[src/rtl/fetch_pkg.sv]
// Shared widths, packet type and address helpers for the instruction fetch unit.
package fetch_pkg;

    localparam int FETCH_BUS = 32;
    localparam int INSTR_BYTES = 4;
    localparam logic [FETCH_BUS-1:0] DEFAULT_RESET_PC = 32'h0000_0000;

    typedef struct packed {
        logic [FETCH_BUS-1:0] instr;
        logic [FETCH_BUS-1:0] pc;
    } fetch_pkt_t;

    // Which of the four mutually exclusive things the front end does this cycle.
    typedef enum logic [1:0] {
        FETCH_RESET,
        FETCH_BRANCH,
        FETCH_ADVANCE,
        FETCH_STALL
    } fetch_mode_e;

    function automatic logic [FETCH_BUS-1:0] word_align(input logic [FETCH_BUS-1:0] addr);
        return addr & ~FETCH_BUS'(INSTR_BYTES - 1);
    endfunction

endpackage

[src/rtl/fetch_pc_gen.sv]
// Next fetch-PC and instruction-memory address selection for fetch_unit.
module fetch_pc_gen
    import fetch_pkg::*;
#(
    parameter int               bus      = FETCH_BUS,
    parameter logic [bus-1:0]   reset_pc = DEFAULT_RESET_PC
) (
    input  logic            reset,
    input  logic            advance,
    input  logic            branch_valid,
    input  logic [bus-1:0]  branch_target,
    input  logic [bus-1:0]  pc_f,
    input  logic [bus-1:0]  pend_pc,
    output fetch_mode_e     mode,
    output logic [bus-1:0]  pc_f_next,
    output logic [bus-1:0]  imem_addr
);

    localparam logic [bus-1:0] STEP     = bus'(INSTR_BYTES);
    localparam logic [bus-1:0] RESET_PC = word_align(reset_pc);

    logic [bus-1:0] target_aligned;

    // Reset beats branch, branch beats stall; a stall re-reads the pending word.
    always_comb begin
        mode           = FETCH_STALL;
        pc_f_next      = pc_f;
        imem_addr      = pend_pc;
        target_aligned = word_align(branch_target);

        if (reset) begin
            mode = FETCH_RESET;
        end else if (branch_valid) begin
            mode = FETCH_BRANCH;
        end else if (advance) begin
            mode = FETCH_ADVANCE;
        end

        case (mode)
            FETCH_RESET: begin
                imem_addr = RESET_PC;
                pc_f_next = RESET_PC;
            end
            FETCH_BRANCH: begin
                imem_addr = target_aligned;
                pc_f_next = target_aligned + STEP;
            end
            FETCH_ADVANCE: begin
                imem_addr = pc_f;
                pc_f_next = pc_f + STEP;
            end
            default: begin
            end
        endcase
    end

endmodule

[src/rtl/fetch_unit.sv]
// Two-stage instruction fetch front end with a one-deep in-flight slot and decode output register.
// Optional FETCH_PERF_EN adds fetched/squashed performance counters.
module fetch_unit
    import fetch_pkg::*;
#(
    parameter int               bus      = FETCH_BUS,
    parameter logic [bus-1:0]   reset_pc = DEFAULT_RESET_PC
) (
    input  logic            clk,
    input  logic            reset,
    output logic [bus-1:0]  imem_addr,
    input  logic [bus-1:0]  imem_data,
    input  logic            branch_valid,
    input  logic [bus-1:0]  branch_target,
    input  logic            dec_ready,
    output logic            dec_valid,
    output logic [bus-1:0]  dec_instr,
    output logic [bus-1:0]  dec_pc,
    output logic [bus-1:0]  dec_pc_plus8
`ifdef FETCH_PERF_EN
    ,
    output logic [31:0]     perf_fetched,
    output logic [31:0]     perf_squashed
`endif
);

    localparam logic [bus-1:0] RESET_PC = word_align(reset_pc);

    fetch_mode_e    mode;
    logic           advance;
    logic [bus-1:0] pc_f_q, pc_f_d;
    logic           pend_valid_q, pend_valid_d;
    fetch_pkt_t     pend_q, pend_d;
    logic           out_valid_q, out_valid_d;
    fetch_pkt_t     out_q, out_d;

    assign advance = !out_valid_q || dec_ready;

    fetch_pc_gen #(
        .bus      (bus),
        .reset_pc (reset_pc)
    ) u_pc_gen (
        .reset         (reset),
        .advance       (advance),
        .branch_valid  (branch_valid),
        .branch_target (branch_target),
        .pc_f          (pc_f_q),
        .pend_pc       (pend_q.pc),
        .mode          (mode),
        .pc_f_next     (pc_f_d),
        .imem_addr     (imem_addr)
    );

    // The in-flight slot only tracks the address; its word arrives on imem_data next cycle.
    always_comb begin
        pend_valid_d = pend_valid_q;
        pend_d       = pend_q;
        out_valid_d  = out_valid_q;
        out_d        = out_q;

        case (mode)
            FETCH_BRANCH: begin
                out_valid_d  = 1'b0;
                pend_valid_d = 1'b1;
                pend_d.pc    = imem_addr;
                pend_d.instr = '0;
            end
            FETCH_ADVANCE: begin
                out_valid_d  = pend_valid_q;
                out_d.instr  = imem_data;
                out_d.pc     = pend_q.pc;
                pend_valid_d = 1'b1;
                pend_d.pc    = pc_f_q;
                pend_d.instr = '0;
            end
            default: begin
            end
        endcase
    end

    always_ff @(posedge clk) begin
        if (reset) begin
            pc_f_q       <= RESET_PC;
            pend_valid_q <= 1'b0;
            pend_q       <= '0;
            out_valid_q  <= 1'b0;
            out_q        <= '0;
        end else begin
            pc_f_q       <= pc_f_d;
            pend_valid_q <= pend_valid_d;
            pend_q       <= pend_d;
            out_valid_q  <= out_valid_d;
            out_q        <= out_d;
        end
    end

    logic unused_pend_instr;
    assign unused_pend_instr = ^pend_q.instr;

    assign dec_valid    = out_valid_q;
    assign dec_instr    = out_q.instr;
    assign dec_pc       = out_q.pc;
    assign dec_pc_plus8 = out_q.pc + bus'(8);

`ifdef FETCH_PERF_EN
    logic [31:0] perf_fetched_q, perf_fetched_d;
    logic [31:0] perf_squashed_q, perf_squashed_d;

    // A transfer can only happen in an advancing cycle; a branch discards whatever is valid.
    always_comb begin
        perf_fetched_d  = perf_fetched_q;
        perf_squashed_d = perf_squashed_q;
        if (mode == FETCH_ADVANCE && out_valid_q && dec_ready) begin
            perf_fetched_d = perf_fetched_q + 32'd1;
        end
        if (mode == FETCH_BRANCH) begin
            perf_squashed_d = perf_squashed_q + 32'(out_valid_q) + 32'(pend_valid_q);
        end
    end

    always_ff @(posedge clk) begin
        if (reset) begin
            perf_fetched_q  <= '0;
            perf_squashed_q <= '0;
        end else begin
            perf_fetched_q  <= perf_fetched_d;
            perf_squashed_q <= perf_squashed_d;
        end
    end

    assign perf_fetched  = perf_fetched_q;
    assign perf_squashed = perf_squashed_q;
`endif

endmodule

[config.mk]
export PLATFORM = sky130hd
export DESIGN_NAME = fetch_unit
export DESIGN_NICKNAME = d
export VERILOG_FILES = /design/src/rtl/fetch_pkg.sv /design/src/rtl/fetch_pc_gen.sv /design/src/rtl/fetch_unit.sv
export SDC_FILE = /design/constraint.sdc
export NUM_CORES = 1
export LEC_CHECK = 0
export CORE_MARGIN = 1
export CORE_UTILIZATION = 50
export DETAILED_ROUTE_END_ITERATION = 10
export PLACE_DENSITY_LB_ADDON = 0.15
export SYNTH_ARGS = -nofsm -noshare
export SYNTH_HDL_FRONTEND = slang
export SYNTH_HIERARCHICAL = 1
export SYNTH_SLANG_ARGS = --single-unit
[constraint.sdc]
create_clock -name clk -period 5.2 [get_ports clk]
set_clock_uncertainty 0.05 [all_clocks]
set_input_delay 1.04 -clock clk [delete_from_list [all_inputs] [get_ports clk]]
set_output_delay 1.04 -clock clk [all_outputs]
set_load 0.01 [all_outputs]
== Word level (Yosys, flattened, before mapping) ==
Index checks and enable logic that the tools add are counted.
Storage, ports and cells
  flip-flop bits (word level): 130
  output and inout port bits: 129
  word-level logic and storage cells: 24
Cells by class
  add/sub/neg operators: 3
  equality and inequality tests: 2
  mux-type cells: 7
  reduce and logical (&&, ||, !) cells: 6
Operators by type and width (number)
  $pmux 32 s3: 2
  $add 32x3->32 const B: 2
  $pmux 32 s2: 1
  $add 32x4->32 const B: 1
  $mux 2: 2
  $reduce_bool 3->1: 1
  $eq 2x1->1 const B: 1
  $eq 2x2->1 const B: 1
  $logic_not 2->1: 1
  $pmux 1 s2: 1
  $reduce_bool 2->1: 1
  $reduce_or 2->1: 1
  $logic_not 1->1: 1
  $logic_or 1x1->1: 1
  $mux 1: 1

== Depth between registers and ports, before layout ==
  depth in word-level cells: 8
  mapped depth: 15
  mapped depth without buffers: 12

== Hierarchy ==
Netlist, hierarchy kept.
By module, submodules not included
  fetch_unit: times used 1, cells an instance 546, area an instance 5210.0 um^2, seq. area each 2602.5 um^2
  fetch_pc_gen: times used 1, cells an instance 435, area an instance 2625.0 um^2, seq. area each 0.0 um^2

== Least setup slack after synthesis ==
No wires, ideal clock.
  path kind: input to register
  start point: input port dec_ready
  end point: register pc_f_q[30]
  arrival time: 4.006 ns
  data required time: 5.022 ns
  setup slack: 1.016 ns
  stages on the path: 15
  cells stage by stage: nand2b_1 nor3b_1 clkbuf_1 buf_1 nand2_1 nand2_1 ha_1 clkbuf_1 nand4_1 or3_1 a22oi_2 nand3_1 xnor2_1 o221ai_1 nor2b_1
On the way
  cells in the longest elaborated chain, start to end: 6
  elaborated cells between the ends (all ways): 9
Ends and longest elaborated chain
  start: declaration: line fetch_unit.sv:15  | input logic dec_ready,
  $logic_or 1x1->1 (*): line fetch_unit.sv:37  | assign advance = !out_valid_q || dec_ready;
  $mux 1 (*): line fetch_pc_gen.sv:35  | end else if (advance) begin
  $mux 2 (*): line fetch_pc_gen.sv:33  | end else if (branch_valid) begin
  $mux 2 (*): line fetch_pc_gen.sv:31  | if (reset) begin
  $eq 2x2->1, or another cell as far along: line fetch_pc_gen.sv:39  | case (mode)
  $pmux 32 s3 (*): line fetch_pc_gen.sv:39
  named net pc_f_d[30]: line fetch_unit.sv:31  | logic [bus-1:0] pc_f_q, pc_f_d;
  end signal: assignment: line fetch_unit.sv:89  | pc_f_q <= pc_f_d;
  end: declaration: line fetch_unit.sv:31
The timed path passes the listed nets; every way through them passes the cells marked *.
A chain may end at the register's enable or synchronous reset.

== Worst setup path after layout ==
  start point: input port dec_ready
  end point: output port imem_addr[17]
On the way
  cells in the longest elaborated chain, start to end: 6
  elaborated cells between the ends (all ways): 8
Ends and longest elaborated chain
  $logic_or 1x1->1 (*): line fetch_unit.sv:37
  named net advance: line fetch_unit.sv:30  | logic advance;
  $mux 1 (*): line fetch_pc_gen.sv:35
  $mux 2 (*): line fetch_pc_gen.sv:33
  $mux 2 (*): line fetch_pc_gen.sv:31
  $eq 2x2->1, or another cell as far along: line fetch_pc_gen.sv:39
  $pmux 32 s3 (*): line fetch_pc_gen.sv:39
  end: declaration: line fetch_unit.sv:11  | output logic [bus-1:0] imem_addr,
Marks and branches as above.

==> impl_metrics.csv <==
group,metric,value,unit
timing,maxSlewViolCount,0,
setup_path,slowest_delay,0.58,ns
timing,rsz0062_at_grt,"no",
drt,drc,0,
placement,dpl_cell_area,0.009940,mm2
global_route,first_global_vias,7110,
drt,totalWireLength,22.19,mm
setup_path,worstPathRequired,4.11,ns
cts,clk_pin_slew,0.06,ns
global_route,grt-ovfl-total,0,
setup_path,cp_common_cell,"clkdlybuf4s50_1",
finish,drive_gt1_share,6.482,%
drt,vias,7653,
drt,routedWlPerCell,16.22,um
setup_path,cpMaxStageDelayCell,"clkdlybuf4s50_1",
synth,netlist_top_cells_count,"nor2_1, dfxtp_1, mux2i_1",
placement,place.gp.congestion,0.8897,
synth,ys_ff_latch,130,
synth,synth-edff-count,0,
timing,setup_ws,0.9261,ns
synth,syn_nets,1052,
cts,postCtsHoldBufs,0,
synth,syn_inst,981,
setup_path,worstPathCellList,"clkdlybuf4s50_1, nand2b_2, buf_4, mux2_2, nand2_1, a21oi_1, clkdlybuf4s50_1",
cts,cts_max_level,4,
placement,dpl.hpwl,15.37,mm
floorplanning,num_rows,45,
synth,yosys_warnings,6,
synth,seq_area_frac_synth,33.22,%
global_route,grt_use_total,27.85,%
timing,period_needed,4.274,ns
finish,fin_nets,1215,
floorplanning,start_util,51.35,%
setup_path,worstSetupPathType,"in -> out",
cts,cts_buffers,17,
synth,synth.avg_cell_area,7.987,um2
synth,yosysMostFrequentCell,"nor2_1",
setup_path,regToRegSetupSlack,2.04,ns
floorplanning,die-width,127.2,um
finish,area_delta_synth_final,34.43,%
cts,post_cts_buffers,0,
run_status,status,"complete, no violations",
finish,design_area,0.01053,mm2
min_path,hold_path_class,"reg -> reg",
placement,pre_cts_slack,0.8688,ns
timing,relSlewSlack,53.77,%
power_and_ir_drop,powerDensity,250.1,mW/mm2
global_route,grt_pass1_wl,35.98,mm
cts,clock_sinks,130,
job,max_cap_viol_count,0,
setup_path,crit_fanout,20,
placement,port_buffers,194,
global_route,antenna_found_initial,0,
setup_path,arrival,3.18,ns
synth,synth-async-reset-ratio,0,%
synth,yosysTopAreaCell,"dfxtp_1",
synth,synth_area_leaders,"dfxtp_1, mux2i_1, nor2_1",
synth,synth_top_cell_area_share,33.22,%
drt,firstDrtPassIters,5,
cts,cts_buffer_depth,2,
power_and_ir_drop,irDropWorstVdd,238.6,uV
drt,drtAntennaViolNets,0,
power_and_ir_drop,power_leakage,3.893,nW
timing,timing.fmax,0.2340,GHz
setup_path,cp-end-kind,"primary output",
cts,clk-insertion-delay-late,0.42,ns
timing,worstMarginPinSlew,0.6888,ns
synth,ys_types,61,
timing,setup_viol,0,
timing,final-hold-violation-count,0,
floorplanning,io_pins,197,
cts,cts_tree,"yes",
synth,syn_area,0.007835,mm2
drt,via_per_inst,5.594,
setup_path,worst_setup_path_start_kind,"primary input",
floorplanning,fp.dieH,127.2,um
drt,drt_iter0_drc,495,
floorplanning,dieArea,0.01617,mm2
timing,fin_crit_sh,82.19,%
timing,setup_tns,0,ns
synth,synth_flop_cell,"dfxtp_1",
cts,clock-root-buffer,"clkbuf_16",
finish,antenna_cells,0,
cts,ctsResizeCount,0,
floorplanning,core_area,0.01526,mm2
global_route,grt_start_max_net_pins,125,
==> where the power goes <==
part,internal (mW),switching [mW],leakage [nW]
Clock,0.723,0.475,0.272
Combinational,0.182,0.191,2.56
Sequential,1.03,0.0339,1.06
==> path summary, 6_finish.rpt <==
check / from / end / cells past startpoint
setup reg to reg: dec_valid / pc_f_q[30] / 12
setup / recovery: dec_ready / imem_addr[17] / 7
hold / removal: pend_valid_q / pend_valid_q / 2
hold reg to reg: pend_valid_q / pend_valid_q / 2
==> cells by family after synthesis <==
logic type	share of synthesized area (%)
AOI/OAI and AO/OA	10.73
xor gates and xnor gates	7.825
adders and majority gates	0.4791
buffers and inverters	4.583
DFF	33.22
muxes	16.75
and+or+nand+nor	26.41
==> cell usage in the layout (no fill, tap or decap), types with 26 or more instances in the layout <==
cell               n
nand3_1           36
dfxtp_1          130
mux2i_1          130
nand2_1           43
nand4_1           26
clkdlybuf4s50_1  192
nor2b_1           33
xnor2_1           40
nor2_1           217
xor2_1            30
a21oi_1           69
==> metal layers <==
metal / vias to the layer above / GRT usage (%) / wire [um] / share of wire, %
met3: 28 / 7.119 / 1607 / 7.2
met1: 3600 / 35.34 / 9689 / 44
met4: 0 / 10.22 / 519 / 2.3
met5: - / 0 / 0 / 0
li1: 3747 / - / - / -
met2: 278 / 45.67 / 10370 / 47
==> metrics by stage <==
stage / utilization [%] / cells / hold WS, ns / total power, mW
5_1_grt: 69.03 / 1368 / 0.4463 / 2.735
3_5_place_dp: 65.14 / 1336 / 0.3986 / 1.453
6_report: 69.03 / 1368 / 0.4188 / 2.634
4_1_cts: 69.03 / 1368 / 0.4236 / 2.650
2_1_floorplan: - / 981 / 0.3801 / 1.285
3_3_place_gp: 65.14 / 1336 / 0.3875 / 1.448
==> critical path, delay by kind of cell <==
kind | cells | cell delay [ns]
buffers and inverters | 3 | 1.39
AOI/OAI and AO/OA | 1 | 0.22
muxes | 1 | 0.21
and+or+nand+nor | 2 | 0.31
==> sequential cells by signal, indices dropped and copies added (netlist names) <==
signal        cells
dec_instr        32
dec_pc           32
dec_valid         1
pc_f_q           32
pend_q           32
pend_valid_q      1
==> cell type report <==
| cell class | instances | area [um2] |
|---|---|---|
| clock buffers | 18 | 439.2 |
| multi-input cells | 766 | 4893 |
| flip-flops and latches | 130 | 2603 |
| well taps | 211 | 264.0 |
| repair buffers | 211 | 2112 |
| fillers | 1298 | 4726 |
| inverters | 18 | 67.56 |
| clock inverters | 14 | 153.9 |
No activity file was read; power rests on OpenSTA's default activity.
